## config.mk

```make
export PLATFORM = sky130hd
export DESIGN_NAME = mr_read_ctrl
export DESIGN_NICKNAME = d
export VERILOG_FILES = /design/src/rtl/mr_read_ctrl_pkg.sv /design/src/rtl/mr_align.sv /design/src/rtl/mr_read_ctrl.sv
export SDC_FILE = /design/constraint.sdc
export NUM_CORES = 1
export LEC_CHECK = 0
export CORE_AREA = 2 2 123 125
export CTS_CLUSTER_DIAMETER = 80
export CTS_CLUSTER_SIZE = 12
export DETAILED_ROUTE_END_ITERATION = 7
export DIE_AREA = 0 0 125 127
export GPL_TIMING_DRIVEN = 0
export PLACE_DENSITY_LB_ADDON = 0.05
export SLEW_MARGIN = 25
export SYNTH_ARGS = -nofsm -noshare
export SYNTH_HDL_FRONTEND = slang
export SYNTH_HIERARCHICAL = 1
export SYNTH_SLANG_ARGS = --single-unit
```

## constraint.sdc

```tcl
create_clock -name clk -period 4.06 [get_ports clk]
set_input_delay 1.218 -clock clk [delete_from_list [all_inputs] [get_ports clk]]
set_output_delay 1.218 -clock clk [all_outputs]
set_load 0.01 [all_outputs]
```

## src/rtl/mr_read_ctrl_pkg.sv

```systemverilog
// mr_read_ctrl_pkg: shared definitions for the MR-stage memory-read controller.
//   - state_t   : controller FSM state encoding
//   - SZ_*      : operand size codes as presented on the size input
//   - needs_split(): whether an operand crosses a 4-byte word boundary
package mr_read_ctrl_pkg;

   typedef enum logic [1:0] {
      IDLE = 2'd0,
      RD0  = 2'd1,
      RD1  = 2'd2,
      DONE = 2'd3
   } state_t;

   localparam logic [1:0] SZ_B = 2'd0;
   localparam logic [1:0] SZ_W = 2'd1;
   localparam logic [1:0] SZ_D = 2'd2;

   // A byte never splits; a halfword splits only from offset 3; a word (or
   // size code 3, treated as a word) splits from any non-zero offset.
   function automatic logic needs_split(input logic [1:0] ofs, input logic [1:0] sz);
      logic res;
      case (sz)
         SZ_B:    res = 1'b0;
         SZ_W:    res = (ofs == 2'd3);
         default: res = (ofs != 2'd0);
      endcase
      return res;
   endfunction

endpackage

```

## src/rtl/mr_align.sv

```systemverilog
// mr_align: combinational right-align and zero-extend of a load operand.
// Ports:
//   hilo [63:0] in  : {high word, low word} as read from memory
//   ofs  [1:0]  in  : byte offset of the operand inside the low word
//   size [1:0]  in  : operand size code (byte / halfword / word, 3 = word)
//   val  [31:0] out : operand shifted down to bit 0, upper bits cleared
module mr_align
   import mr_read_ctrl_pkg::*;
(
   input  logic [63:0] hilo,
   input  logic [1:0]  ofs,
   input  logic [1:0]  size,
   output logic [31:0] val
);

   logic [31:0] shifted_s;

   // Little-endian: the operand's first byte sits at byte lane ofs.
   assign shifted_s = 32'(hilo >> {ofs, 3'b000});

   // Mask the shifted word down to the operand size.
   always_comb begin
      val = 32'h0000_0000;
      case (size)
         SZ_B:    val = {24'h00_0000, shifted_s[7:0]};
         SZ_W:    val = {16'h0000, shifted_s[15:0]};
         default: val = shifted_s;
      endcase
   end

endmodule

```

## src/rtl/mr_read_ctrl.sv

```systemverilog
// mr_read_ctrl: MR-stage memory-read controller. Accepts a load from MR,
// issues one or two word-aligned reads, merges and right-aligns the result.
// Ports:
//   clk, rst           : clock, synchronous active-high reset
//   mr_v, re           : MR holds a valid instruction that needs a read
//   addr [31:0]        : operand byte address
//   size [1:0]         : operand size code
//   stage_adv          : instruction leaves MR this cycle
//   flush              : kill the instruction in MR
//   mem_req/mem_addr   : word-aligned read request (held until mem_ack)
//   mem_ack/mem_rdata  : request accepted, read data valid this cycle
//   read_finished      : mem_val is valid for the current MR instruction
//   mem_val [31:0]     : zero-extended right-aligned operand
// All outputs are registered.
module mr_read_ctrl
   import mr_read_ctrl_pkg::*;
(
   input  logic        clk,
   input  logic        rst,
   input  logic        mr_v,
   input  logic        re,
   input  logic [31:0] addr,
   input  logic [1:0]  size,
   input  logic        stage_adv,
   input  logic        flush,
   output logic        mem_req,
   output logic [31:0] mem_addr,
   input  logic        mem_ack,
   input  logic [31:0] mem_rdata,
   output logic        read_finished,
   output logic [31:0] mem_val
);

   state_t      state_r, next_state_s;
   logic [31:0] a_q;
   logic [1:0]  s_q;
   logic        split_q;
   logic [31:0] lo_q, hi_q;
   logic        kill_q;

   logic        accept_s;
   logic        ack_s;
   logic        killed_s;
   logic [31:0] lo_next_s, hi_next_s;
   logic [31:0] align_s;

   logic        mem_req_r;
   logic [31:0] mem_addr_r;
   logic        read_finished_r;
   logic [31:0] mem_val_r;

   assign accept_s  = (state_r == IDLE) & mr_v & re & ~flush;
   // An ack is only meaningful while a request is actually on the port.
   assign ack_s     = mem_ack & mem_req_r;
   // A flush arriving together with the ack kills the access as well.
   assign killed_s  = kill_q | flush;
   // Data as it will look after this edge, so mem_val can be registered on
   // entry to DONE.
   assign lo_next_s = ((state_r == RD0) && ack_s) ? mem_rdata : lo_q;
   assign hi_next_s = ((state_r == RD1) && ack_s) ? mem_rdata : hi_q;

   mr_align u_align (
      .hilo (({hi_next_s, lo_next_s})),
      .ofs  (a_q[1:0]),
      .size (s_q),
      .val  (align_s)
   );

   // Next-state logic.
   always_comb begin
      next_state_s = state_r;
      case (state_r)
         IDLE: begin
            if (accept_s) next_state_s = RD0;
            else          next_state_s = IDLE;
         end
         RD0: begin
            if (ack_s) begin
               if (killed_s)     next_state_s = IDLE;
               else if (split_q) next_state_s = RD1;
               else              next_state_s = DONE;
            end else begin
               next_state_s = RD0;
            end
         end
         RD1: begin
            if (ack_s) begin
               if (killed_s) next_state_s = IDLE;
               else          next_state_s = DONE;
            end else begin
               next_state_s = RD1;
            end
         end
         DONE: begin
            if (stage_adv | flush) next_state_s = IDLE;
            else                   next_state_s = DONE;
         end
         default: next_state_s = IDLE;
      endcase
   end

   // State, capture, data and kill registers.
   always_ff @(posedge clk) begin
      if (rst) begin
         state_r <= IDLE;
         a_q     <= 32'h0000_0000;
         s_q     <= 2'd0;
         split_q <= 1'b0;
         lo_q    <= 32'h0000_0000;
         hi_q    <= 32'h0000_0000;
         kill_q  <= 1'b0;
      end else begin
         state_r <= next_state_s;
         if (accept_s) begin
            a_q     <= addr;
            s_q     <= size;
            split_q <= needs_split(addr[1:0], size);
         end
         lo_q   <= lo_next_s;
         hi_q   <= hi_next_s;
         // Remember a flush until the outstanding read drains.
         kill_q <= ((state_r == RD0) || (state_r == RD1)) && killed_s
                   && (next_state_s != IDLE);
      end
   end

   // Registered outputs, derived from the state being entered.
   always_ff @(posedge clk) begin
      if (rst) begin
         mem_req_r       <= 1'b0;
         mem_addr_r      <= 32'h0000_0000;
         read_finished_r <= 1'b0;
         mem_val_r       <= 32'h0000_0000;
      end else begin
         mem_req_r       <= (next_state_s == RD0) || (next_state_s == RD1);
         read_finished_r <= (next_state_s == DONE);
         mem_val_r       <= (next_state_s == DONE) ? align_s : 32'h0000_0000;
         case (next_state_s)
            RD0: begin
               if (state_r == IDLE) mem_addr_r <= {addr[31:2], 2'b00};
               else                 mem_addr_r <= {a_q[31:2], 2'b00};
            end
            // Wraps modulo 2^32 past the top word.
            RD1:     mem_addr_r <= {a_q[31:2], 2'b00} + 32'd4;
            default: mem_addr_r <= 32'h0000_0000;
         endcase
      end
   end

   assign mem_req       = mem_req_r;
   assign mem_addr      = mem_addr_r;
   assign read_finished = read_finished_r;
   assign mem_val       = mem_val_r;

endmodule

```

==> flow_summary.yaml <==
cts:
  clk_latency_ns: 0.43
  cts_buffer_depth: 2
  cts_root_buf: "clkbuf_16"
  ctsHtreeMaxLevel: 4
  cts_num_sinks: 158
  cts_made_buffers: 17
  cts_tree: "done"
  ctsHoldBuffers: 0
  clk_pin_slew_worst_paths_ns: 0.06
finish:
  final_common_cell: "dfxtp_1"
  drive_above_1_share: 0.152
  layoutNonFillerInstCount: 1118
  final_util: 0.663
  layout_common_cells: "dfxtp_1, clkdlybuf4s50_1, nand2_1, mux2_2, nor2b_1"
  finalNetCount: 1004
  n_antenna_cell: 0
  area_delta_synth_final_pct: 31.3
power:
  p_per_area_nw_per_um2: 372
  pwr-share-clk: 0.486
  pwr-share-comb: 0.068
  ir_drop_mv: 0.298
  p_int_uw: 2760
  p_sw_uw: 804
  p_leak_uw: 0.00354
  p_seq_frac: 0.445
  swShare: 0.226
timing:
  final-max-slew-violation-count: 0
  finClkSkew_ns: 0.0113
  finalSetupViolations: 0
  slew_headroom: 0.326
  worst_pin_slew_ns: 1.01
  rsz0062_at_grt: "false"
  period_needed_ns: 3.77
  timing.fmax_mhz: 266
  hold_ws_ns: 0.464
  hold_viol_final: 0
  min_period_over_period: 0.927
critical_path:
  worstPathRequired_ns: 4.37
  cp_max_fo: 10
  crit_type: "in -> reg"
  critPathBufInv: 4
  end_kind: "flop"
  worstSetupStartpointType: "input pin"
  crit_top_cell: "o21ai_0"
  critPathArrivalTime_ns: 4.07
  slowest_delay_ns: 0.53
  path_cells: "clkdlybuf4s50_1, nand3_1, o21a_1, o21ai_0, o21ai_0, inv_1, ha_1, and2_0, and2_1, clkbuf_1, buf_2, nand2_1, o311ai_1"
  critPathSlowestCell: "clkdlybuf4s50_1"
  crit_family: "buffers and inverters"
detailed_routing:
  vias: 6338
  drc_errors: 0
  first_pass_iters: 5
  ant_nets: 0
  drtIter0Drc: 365
  wl_per_cell_um: 19.6
  drt-total-wl_um: 22000
  avgViaCountPerCell: 5.67
synth:
  syn_inst: 761
  avgSynthCellArea_um2: 9.57
  synth_area_um2: 7280
  ys_warn_count: 6
floorplan:
  die_y_um: 127
  die_w_um: 125
  fp.coreArea_um2: 14400
  row_count: 44
  start_util: 0.505
  ios: 139
  dieArea_um2: 15900
global_route:
  antenna_found_initial: 0
  grt_pass1_wl_um: 34200
  grt_pass1_vias: 6412
  track_usage: 0.274
  overflow: 0
  grt_max_degree: 17
status:
  status: "complete, no violations"
place:
  dp_hpwl_um: 15300
  gp_congestion: 0.927
  port_buffers: 136
  dp_cells: 1082
job:
  drv_cap: 0
hold_path:
  hold_path_class: "reg -> reg"
[worst min-delay path: stages, from the launching register on]
cell	delay [ns]
dfxtp_1	0.31
nand2_1	0.05
a21oi_1	0.06
[power groups by stage]
| stage | Combinational (µW) | Clock [µW] | Sequential, µW |
|---|---|---|---|
| 6_report | 243 | 1730 | 1580 |
| 3_3_place_gp | 234 | 0 | 1620 |
| 5_1_grt | 261 | 1810 | 1590 |
| 4_1_cts | 239 | 1740 | 1580 |
| 2_1_floorplan | 105 | 0 | 1620 |
| 3_5_place_dp | 237 | 0 | 1620 |
[final cells by class]
type,instances,area (µm²)
Buffer,54,303
Clock buffer,20,457
Clock inverter,12,180
Fill cell,1213,4870
Inverter,11,41.3
Multi-Input combinational cell,539,3790
Sequential cell,158,3160
Tap cell,184,230
Timing Repair Buffer,140,1390
[registers in the layout, summed over array words and instances (netlist names), 2 cells and up]
signal and count:
a_q 32, lo_q 32, mem_val 32, mem_addr 30, hi_q 24, s_q 2, state_r 2
[path summary, 6_finish.rpt]
kind,startpoint,to,slack (ns),cells after the start
setup / recovery,mem_ack,mem_addr[17],0.29,13
hold / removal,a_q[1],a_q[1],0.46,2
setup reg to reg,state_r[0],mem_addr[17],0.92,14
hold reg to reg,a_q[1],a_q[1],0.46,2
[through the flow]
| step | instance area, µm² | power, µW | worst slack, ns | TNS (ns) |
|---|---|---|---|---|
| global route | 9560 | 3660 | 0.0543 | 0 |
| floorplan | 7280 | 1720 | 0.831 | 0 |
| global placement | 8870 | 1850 | -0.799 | -11.20 |
| detailed placement | 8870 | 1860 | -0.799 | -11.30 |
| CTS | 9520 | 3570 | 0.00404 | 0 |
| finish | 9560 | 3560 | 0.294 | 0 |
[repair_timing]
item | in CTS | in global routing
gates resized for setup | 3 | 6
buffers inserted | 0 | 4
pin swaps | 0 | 1
setup endpoints to repair | 10 | 17
endpoints found under the hold margin | 0 | 0
[layer usage]
metal | part of all wire | GRT usage
met5 | 0 | 0
met3 | 0.054 | 0.0511
met4 | 0.035 | 0.130
met1 | 0.41 | 0.320
met2 | 0.51 | 0.487
No activity file was read; power rests on OpenSTA's default activity.
